$ cat src/rtl/muldiv_pkg.sv
// muldiv_pkg -- shared definitions for the RV32M multiply/divide unit.
//   funct3 encodings for the eight M-extension ops, the FSM state
//   encoding, and small helpers that decode operand signedness.
package muldiv_pkg;

    localparam int unsigned XLEN = 32;

    localparam logic [2:0] F3_MUL    = 3'b000;
    localparam logic [2:0] F3_MULH   = 3'b001;
    localparam logic [2:0] F3_MULHSU = 3'b010;
    localparam logic [2:0] F3_MULHU  = 3'b011;
    localparam logic [2:0] F3_DIV    = 3'b100;
    localparam logic [2:0] F3_DIVU   = 3'b101;
    localparam logic [2:0] F3_REM    = 3'b110;
    localparam logic [2:0] F3_REMU   = 3'b111;

    typedef enum logic [1:0] {
        ST_IDLE  = 2'd0,
        ST_CALC  = 2'd1,
        ST_FIXUP = 2'd2,
        ST_DONE  = 2'd3
    } state_e;

    // Divide-family ops all have funct3[2] set.
    function automatic logic is_div(input logic [2:0] f3);
        return f3[2];
    endfunction

    // Operand A is treated as signed for MULH, MULHSU, DIV and REM.
    function automatic logic signed_a(input logic [2:0] f3);
        return (f3 == F3_MULH) || (f3 == F3_MULHSU) ||
               (f3 == F3_DIV)  || (f3 == F3_REM);
    endfunction

    // Operand B is treated as signed for MULH, DIV and REM.
    function automatic logic signed_b(input logic [2:0] f3);
        return (f3 == F3_MULH) || (f3 == F3_DIV) || (f3 == F3_REM);
    endfunction

endpackage

$ cat src/rtl/muldiv_unit.sv
// muldiv_unit -- iterative RV32M multiply/divide unit.
//   One operation at a time, fixed 34-edge latency from accepted start to
//   the end of the done pulse: 32 CALC iterations on operand magnitudes,
//   one FIXUP cycle for sign correction / special cases, one DONE cycle.
//
// Handshake: start is a request that is accepted only when busy=0 (IDLE or
//   DONE); a start seen while busy=1 is dropped. done is a one-cycle pulse
//   that marks result valid; result holds until the next accepted start
//   completes.
//
// Ports:
//   clk        in   rising-edge clock
//   rst        in   synchronous active-high reset
//   start      in   operation request
//   funct3     in   RV32M op select (see muldiv_pkg)
//   op_a       in   operand A
//   op_b       in   operand B
//   busy       out  high in CALC and FIXUP
//   done       out  high for the single DONE cycle
//   result     out  registered result
//   state_dbg  out  current FSM state, for observation only
module muldiv_unit
    import muldiv_pkg::*;
(
    input  logic        clk,
    input  logic        rst,
    input  logic        start,
    input  logic [2:0]  funct3,
    input  logic [31:0] op_a,
    input  logic [31:0] op_b,
    output logic        busy,
    output logic        done,
    output logic [31:0] result,
    output state_e      state_dbg
);

    state_e      state;
    logic [4:0]  count;
    logic [2:0]  f_q;
    logic [31:0] a_q;       // raw op_a, needed for the REM-by-zero return
    logic [31:0] mag_a;
    logic [31:0] mag_b;
    logic        neg_a;
    logic        neg_b;
    // Multiply: {partial product high, multiplier shifting out}.
    // Divide:   {partial remainder, dividend shifting out / quotient in}.
    logic [63:0] acc;

    assign state_dbg = state;

    // Operand magnitudes at the moment of acceptance.
    logic        start_neg_a;
    logic        start_neg_b;
    logic [31:0] start_mag_a;
    logic [31:0] start_mag_b;

    always_comb begin
        start_neg_a = signed_a(funct3) && op_a[31];
        start_neg_b = signed_b(funct3) && op_b[31];
        start_mag_a = start_neg_a ? (~op_a + 32'd1) : op_a;
        start_mag_b = start_neg_b ? (~op_b + 32'd1) : op_b;
    end

    // One iteration of shift-add multiply or restoring divide.
    logic [32:0] mul_sum;
    logic [32:0] div_shift;
    logic        div_ge;
    logic [31:0] div_diff;
    logic [63:0] acc_next;

    always_comb begin
        mul_sum   = {1'b0, acc[63:32]} + (acc[0] ? {1'b0, mag_a} : 33'd0);
        div_shift = {acc[63:32], acc[31]};
        div_ge    = (div_shift >= {1'b0, mag_b});
        // True difference is below 2^32 whenever div_ge holds.
        div_diff  = div_shift[31:0] - mag_b;
        if (is_div(f_q)) begin
            acc_next = div_ge ? {div_diff, acc[30:0], 1'b1}
                              : {div_shift[31:0], acc[30:0], 1'b0};
        end else begin
            acc_next = {mul_sum, acc[31:1]};
        end
    end

    // Sign correction and special cases applied in FIXUP.
    logic [63:0] prod_fix;
    logic [31:0] quo_fix;
    logic [31:0] rem_fix;
    logic        div_zero;
    logic        div_ovf;
    logic [31:0] fix_result;

    always_comb begin
        prod_fix = (neg_a ^ neg_b) ? (~acc + 64'd1) : acc;
        quo_fix  = (neg_a ^ neg_b) ? (~acc[31:0] + 32'd1) : acc[31:0];
        rem_fix  = neg_a ? (~acc[63:32] + 32'd1) : acc[63:32];
        div_zero = (mag_b == 32'd0);
        // Signed 0x80000000 / -1: only reachable with both sign flags set.
        div_ovf  = neg_a && neg_b && (a_q == 32'h8000_0000) && (mag_b == 32'd1);
        fix_result = 32'd0;
        unique case (f_q)
            F3_MUL:                       fix_result = prod_fix[31:0];
            F3_MULH, F3_MULHSU, F3_MULHU: fix_result = prod_fix[63:32];
            F3_DIV, F3_DIVU: begin
                if (div_zero)     fix_result = 32'hFFFF_FFFF;
                else if (div_ovf) fix_result = 32'h8000_0000;
                else              fix_result = quo_fix;
            end
            F3_REM, F3_REMU: begin
                if (div_zero)     fix_result = a_q;
                else if (div_ovf) fix_result = 32'd0;
                else              fix_result = rem_fix;
            end
            default:              fix_result = 32'd0;
        endcase
    end

    always_ff @(posedge clk) begin
        if (rst) begin
            state  <= ST_IDLE;
            busy   <= 1'b0;
            done   <= 1'b0;
            result <= 32'd0;
            count  <= 5'd0;
            f_q    <= 3'd0;
            a_q    <= 32'd0;
            mag_a  <= 32'd0;
            mag_b  <= 32'd0;
            neg_a  <= 1'b0;
            neg_b  <= 1'b0;
            acc    <= 64'd0;
        end else begin
            done <= 1'b0;
            unique case (state)
                ST_IDLE, ST_DONE: begin
                    if (start) begin
                        state <= ST_CALC;
                        busy  <= 1'b1;
                        count <= 5'd0;
                        f_q   <= funct3;
                        a_q   <= op_a;
                        mag_a <= start_mag_a;
                        mag_b <= start_mag_b;
                        neg_a <= start_neg_a;
                        neg_b <= start_neg_b;
                        acc   <= {32'd0, is_div(funct3) ? start_mag_a : start_mag_b};
                    end else begin
                        state <= ST_IDLE;
                        busy  <= 1'b0;
                    end
                end
                ST_CALC: begin
                    acc   <= acc_next;
                    count <= count + 5'd1;   // wraps 31 -> 0 on the exit edge
                    if (count == 5'd31) begin
                        state <= ST_FIXUP;
                    end
                end
                ST_FIXUP: begin
                    result <= fix_result;
                    state  <= ST_DONE;
                    busy   <= 1'b0;
                    done   <= 1'b1;
                end
                default: begin
                    state <= ST_IDLE;
                    busy  <= 1'b0;
                end
            endcase
        end
    end

endmodule

$ cat config.mk
export PLATFORM = sky130hd
export DESIGN_NAME = muldiv_unit
export DESIGN_NICKNAME = d
export VERILOG_FILES = /design/src/rtl/muldiv_pkg.sv /design/src/rtl/muldiv_unit.sv
export SDC_FILE = /design/constraint.sdc
export NUM_CORES = 1
export LEC_CHECK = 0
export ABC_AREA = 1
export CAP_MARGIN = 40
export CORE_MARGIN = 5
export CORE_UTILIZATION = 25
export CTS_CLUSTER_SIZE = 8
export DETAILED_ROUTE_END_ITERATION = 8
export PLACE_DENSITY = 0.39
export REMOVE_ABC_BUFFERS = 1
export SLEW_MARGIN = 20
export SYNTH_ARGS = -nofsm -noshare
export SYNTH_HDL_FRONTEND = slang
export SYNTH_SLANG_ARGS = --single-unit
$ cat constraint.sdc
create_clock -name clk -period 3.2 [get_ports clk]
set_input_delay 0.32 -clock clk [delete_from_list [all_inputs] [get_ports clk]]
set_output_delay 0.32 -clock clk [all_outputs]
set_load 0.01 [all_outputs]
Word level (Yosys, flattened, before mapping)
Cells that the tools add are included.
Storage, ports and cells
  bits in registers: 206
  output and inout bits: 36
  logic and storage cells: 91
  bits of input ports: 70
Cells by class
  multiplexer cells: 24
  reduce and logical (&&, ||, !) cells: 21
  magnitude comparators: 1
  eq/ne operators: 19
  add/subtract/negate cells: 8
  bitwise gates (word level): 6
Operators by type and width (number)
  $mux W32: 10
  $mux W64: 4
  $add A32 B1 Y32 const B: 4
  $not A32 Y32: 4
  $pmux W32 S4: 1
  $pmux W64 S2: 1
  $add A64 B1 Y64 const B: 1
  $not A64 Y64: 1
  $add A32 B32 Y33: 1
  $ge A33 B32 Y1: 1
  $eq A32 B1 Y1 const B: 1
  $eq A32 B32 Y1 const B: 1
  $logic_not A32 Y1: 1
  $sub A32 B32 Y32: 1
  $eq A3 B3 Y1 const B: 6
  $pmux W5 S2: 1
  $eq A3 B2 Y1 const B: 3
  $eq A3 B1 Y1 const B: 2
  $pmux W2 S3: 1
  $reduce_or A2 Y1: 3
  $add A5 B1 Y5 const B: 1
  $eq A5 B5 Y1 const B: 1
  $logic_and A1 B1 Y1: 5
  $logic_or A1 B1 Y1: 5
  13 further kinds: 19

Longest topological paths before layout
  word-level depth: 9
  mapped depth: 21

Worst setup path before layout
Ideal clock, no wire load.
  path kind: register -> register
  start point: register acc[0]
  end point: register acc[61]
  cell stages (with the launch flop): 21
  slack: 0.896 ns
  period minus slack after synthesis: 2.304 ns
  required time: 3.068 ns
  arrival: 2.171 ns
  library setup time: 0.132 ns
  path through: dfxtp_1 -> buf_2 -> nand2_1 -> inv_1 -> ha_1 -> inv_1 -> fa_1 -> inv_1 -> nand2_1 -> o21ai_2 -> nand2_1 -> nand2_1 -> nand2_1 -> nand2_1 -> nand2_1 -> nand3_1 -> nand3_1 -> nand2_1 -> inv_1 -> nand2_1 -> a21oi_1
On the way
  word-level cells in the longest chain between the ends: 4
Ends and longest elaborated chain
  from (decl): line muldiv_unit.sv:47  | logic [63:0] acc;
  from (signal assigned): line muldiv_unit.sv:146  | acc <= {32'd0, is_div(funct3) ? start_mag_a : start_mag_b};
  from (signal assigned): line muldiv_unit.sv:153  | acc <= acc_next;
  $mux W32: line muldiv_unit.sv:72  | mul_sum = {1'b0, acc[63:32]} + (acc[0] ? {1'b0, mag_a} : 33'd0);
  $add A32 B32 Y33: line muldiv_unit.sv:72
  $mux W64: line muldiv_unit.sv:77  | if (is_div(f_q)) begin
  $pmux W64 S2: line muldiv_unit.sv:134  | unique case (state)
Every way passes these cells.
A chain may end at the register's enable or synchronous reset.

==> flow_summary.json <==
{
  "synth_edf_count": 0,
  "port_buffers": 105,
  "switching_share": 0.531,
  "grt_max_degree": 117,
  "place_hpwl_mm": 94.4,
  "htree_levels": 1,
  "drc": 0,
  "cts_buffers": 31,
  "hold_path_depth": 2,
  "ys_types": 44,
  "synth-compound-area-share": 0.189,
  "pwr-share-clk": 0.192,
  "critPathLaunchType": "flop",
  "fp.dieH_um": 292,
  "grt.overflow.total": 0,
  "cts_tree": "yes",
  "drt-pass1-iter-count": 6,
  "status": "completed",
  "ant_nets": 0,
  "min_period_ps": 2990,
  "fp.coreArea_um2": 79000,
  "muxShareOfSynthArea": 0,
  "required_ps": 3680,
  "internal_power_w": 0.00770,
  "r2r_start": "a_q[0]",
  "report.final.slew_viol_count": 0,
  "layout.nets": 3871,
  "met3WireLength_mm": 7.30,
  "cts_hold_buf": 0,
  "power.leakage_nw": 11.6,
  "post_drt_wl_per_cell_um": 23.9,
  "synthXorXnorAreaFrac": 0.0462,
  "netlist_area_um2": 19900,
  "floorplan.die_area_um2": 85400,
  "worstReg2RegEnd": "acc[43]",
  "num-fill-cells": 9195,
  "min_to": "acc[58]",
  "fin_util": 0.300,
  "dr_total_vias": 24099,
  "max_freq_ghz": 0.335,
  "cts_sinks": 205,
  "fin_crit_sh": 0.934,
  "path_clk_slew_ps": 70,
  "synth_ff_type": "dfxtp_1",
  "highest_layer": "met4",
  "reg2regPathDepth": 15,
  "synth_fa_ha_area_frac": 0.0485,
  "wl_mm": 114,
  "hp-start": "rst",
  "tightest_slew_ps": 806,
  "p_seq_frac": 0.227,
  "ios": 106,
  "path_cells": "nand2_1 -> inv_1 -> ha_1 -> inv_1 -> fa_1 -> inv_1 -> nand2_1 -> o21ai_2 -> buf_4 -> nand2_1 -> nand3_1 -> nor2_1 -> o21ai_0 -> nand4_1 -> a21oi_1",
  "critPathSlowestCell": "o21ai_0",
  "hold_viol_final": 0,
  "crit_fanout": 4,
  "slew_headroom": 0.461,
  "synth_top_family_by_area": "simple AND/OR/NAND/NOR gates",
  "clock_latency_ps": 620,
  "drt_iter0_drc": 2392,
  "grt_setup_unrepaired": "false",
  "met1Wirelength_mm": 52.0,
  "ys_ff_latch": 205,
  "fin_skew_ps": 52.4,
  "async_flop_share": 0,
  "grt.total_usage": 0.254,
  "worstSetupEndpointType": "flop",
  "synthSimpleGateAreaFrac": 0.384,
  "ctsResizeCount": 0,
  "dpl_worst_slack_ps": 330,
  "syn_to_final_growth_pct": 19.1,
  "max_stage_delay_ps": 480,
  "root_buffer": "clkbuf_16",
  "ir_worst_vdd_mv": 0.457,
  "die_x_um": 292,
  "hold_class": "input pin to flop",
  "reg2reg_setup_slack_ps": 210,
  "initial_utilization": 0.252,
  "switching_power_w": 0.00872,
  "syn_avg_cell_area_um2": 5.55,
  "synth_warnings": 0,
  "drive_gt1_frac": 0.0646,
  "cts_buffer_depth": 3,
  "cap_violations": 0,
  "viasPerCell": 5.04,
  "antenna_found_initial": 2,
  "critical_path_class": "flop to flop",
  "grt_pass1_wl_mm": 161,
  "setup_violations": 0,
  "rows": 103,
  "place.gp.congestion": 0.982,
  "critical_path_arrival_ps": 3470,
  "combPwrFrac": 0.580,
  "wl_met2_mm": 50.2,
  "fin_ws_ps": 212,
  "grt_pass1_vias": 22511,
  "seq_area_frac_synth": 0.206,
  "syn_inst": 3587,
  "cts_setup_buffers": 0,
  "power_per_cell_area_nw_per_um2": 692
}
-- flip-flops by register name, summed over array words and instances, names as in the netlist --
register / cells
mag_b: 32
acc: 64
count: 5
f_q: 3
result: 32
done: 1
a_q: 32
neg_b: 1
busy: 1
state_dbg: 2
neg_a: 1
mag_a: 31
-- area by class of cell --
type	count	area, µm²	share of cell area
inverters	518	1950	0.0820
repair buffers	242	2170	0.0916
diodes	1	2.50	0.000106
clock buffers	36	805	0.0339
multi-input cells	2727	13300	0.562
clock inverters	5	53.8	0.00227
flip-flops and latches	205	4110	0.173
well taps	1050	1310	0.0554
-- cells in the mapped netlist, types with 3 or more instances --
master    number  area share
o22ai_1        9      0.0028
nand2_2       11      0.0035
xor2_1        96       0.042
o21ai_2        3      0.0013
o21ai_1       15      0.0038
o211ai_1      60       0.023
nor3_1        28      0.0070
and2_1         3     0.00094
buf_2         20      0.0050
nor2_4         5      0.0028
buf_1         21      0.0040
nor4_1         6      0.0019
clkbuf_1      91       0.017
nand4_1       51       0.016
nand2_1     1005        0.19
inv_2         16      0.0030
a21oi_1      290       0.073
xnor2_1        9      0.0040
o21ai_0      302       0.076
nor2_2        15      0.0047
inv_1        501       0.094
nor2_1       419       0.079
ha_1          74       0.046
dfxtp_1      205        0.21
a31oi_1       12      0.0038
nand3_1      265       0.067
o21bai_1       5      0.0019
nand3b_1      23      0.0087
a21o_1         3      0.0011
buf_6          3      0.0017
-- layer usage --
metal  vias to the layer above  global-route usage
met1                     11259               0.359
li1                      11793                   -
met4                         0              0.0907
met5                         -                   0
met3                       141              0.0265
met2                       906               0.404
-- cells in the final DEF (no fill, tap or decap), types with 73 or more instances in the layout --
master / instances
a21oi_1: 289
buf_4: 130
clkdlybuf4s50_1: 104
dfxtp_1: 204
ha_1: 73
inv_1: 498
nand2_1: 1004
nand3_1: 265
nor2_1: 418
o21ai_0: 302
xor2_1: 96
-- worst max-delay path: cells and delay by family, from the launching register on --
family	cells	cell delay (ps)
compound gates	3	910
fa+ha+maj	2	650
flops	1	370
simple gates	6	520
buf+inv	4	390
-- worst max path at each step --
stage | from | to | slack [ps]
2_1_floorplan | state_dbg[0] | acc[1] | -3130
3_3_place_gp | op_b[0] | acc[29] | 290
3_5_place_dp | op_b[0] | acc[16] | 330
4_1_cts | acc[33] | acc[43] | 290
5_1_grt | a_q[0] | acc[47] | 60
6_report | a_q[0] | acc[43] | 210
-- stage by stage --
step / total power [W] / hold WS [ps] / setup TNS (ps) / std cells / instance area, µm²
final: 0.0164 / 197 / 0 / 4784 / 23700
after global routing: 0.0174 / 181 / 0 / 4783 / 23700
after CTS: 0.0163 / 160 / 0 / 4783 / 23700
after detailed placement: 0.0131 / 455 / 0 / 4742 / 22900
after global placement: 0.0131 / 450 / 0 / 4740 / 22800
after floorplan: 0.00880 / 389 / -221630 / 3450 / 19400
-- logic make-up after synthesis --
kind of cell,Yosys count
adder cells (fa/ha/maj),76
buffers and inverters,655
AND/OR/NAND/NOR,1840
XOR/XNOR,105
flip-flops,205
AO/OA/AOI/OAI,706
-- power by group through the flow --
stage	clock network (W)	logic, W	registers (W)
after floorplan	0	0.00519	0.00361
after global placement	0	0.00936	0.00377
after detailed placement	0	0.00933	0.00377
after CTS	0.00323	0.00936	0.00372
after global routing	0.00333	0.0103	0.00378
final	0.00316	0.00952	0.00373
Power figures use the tool's default switching activity.
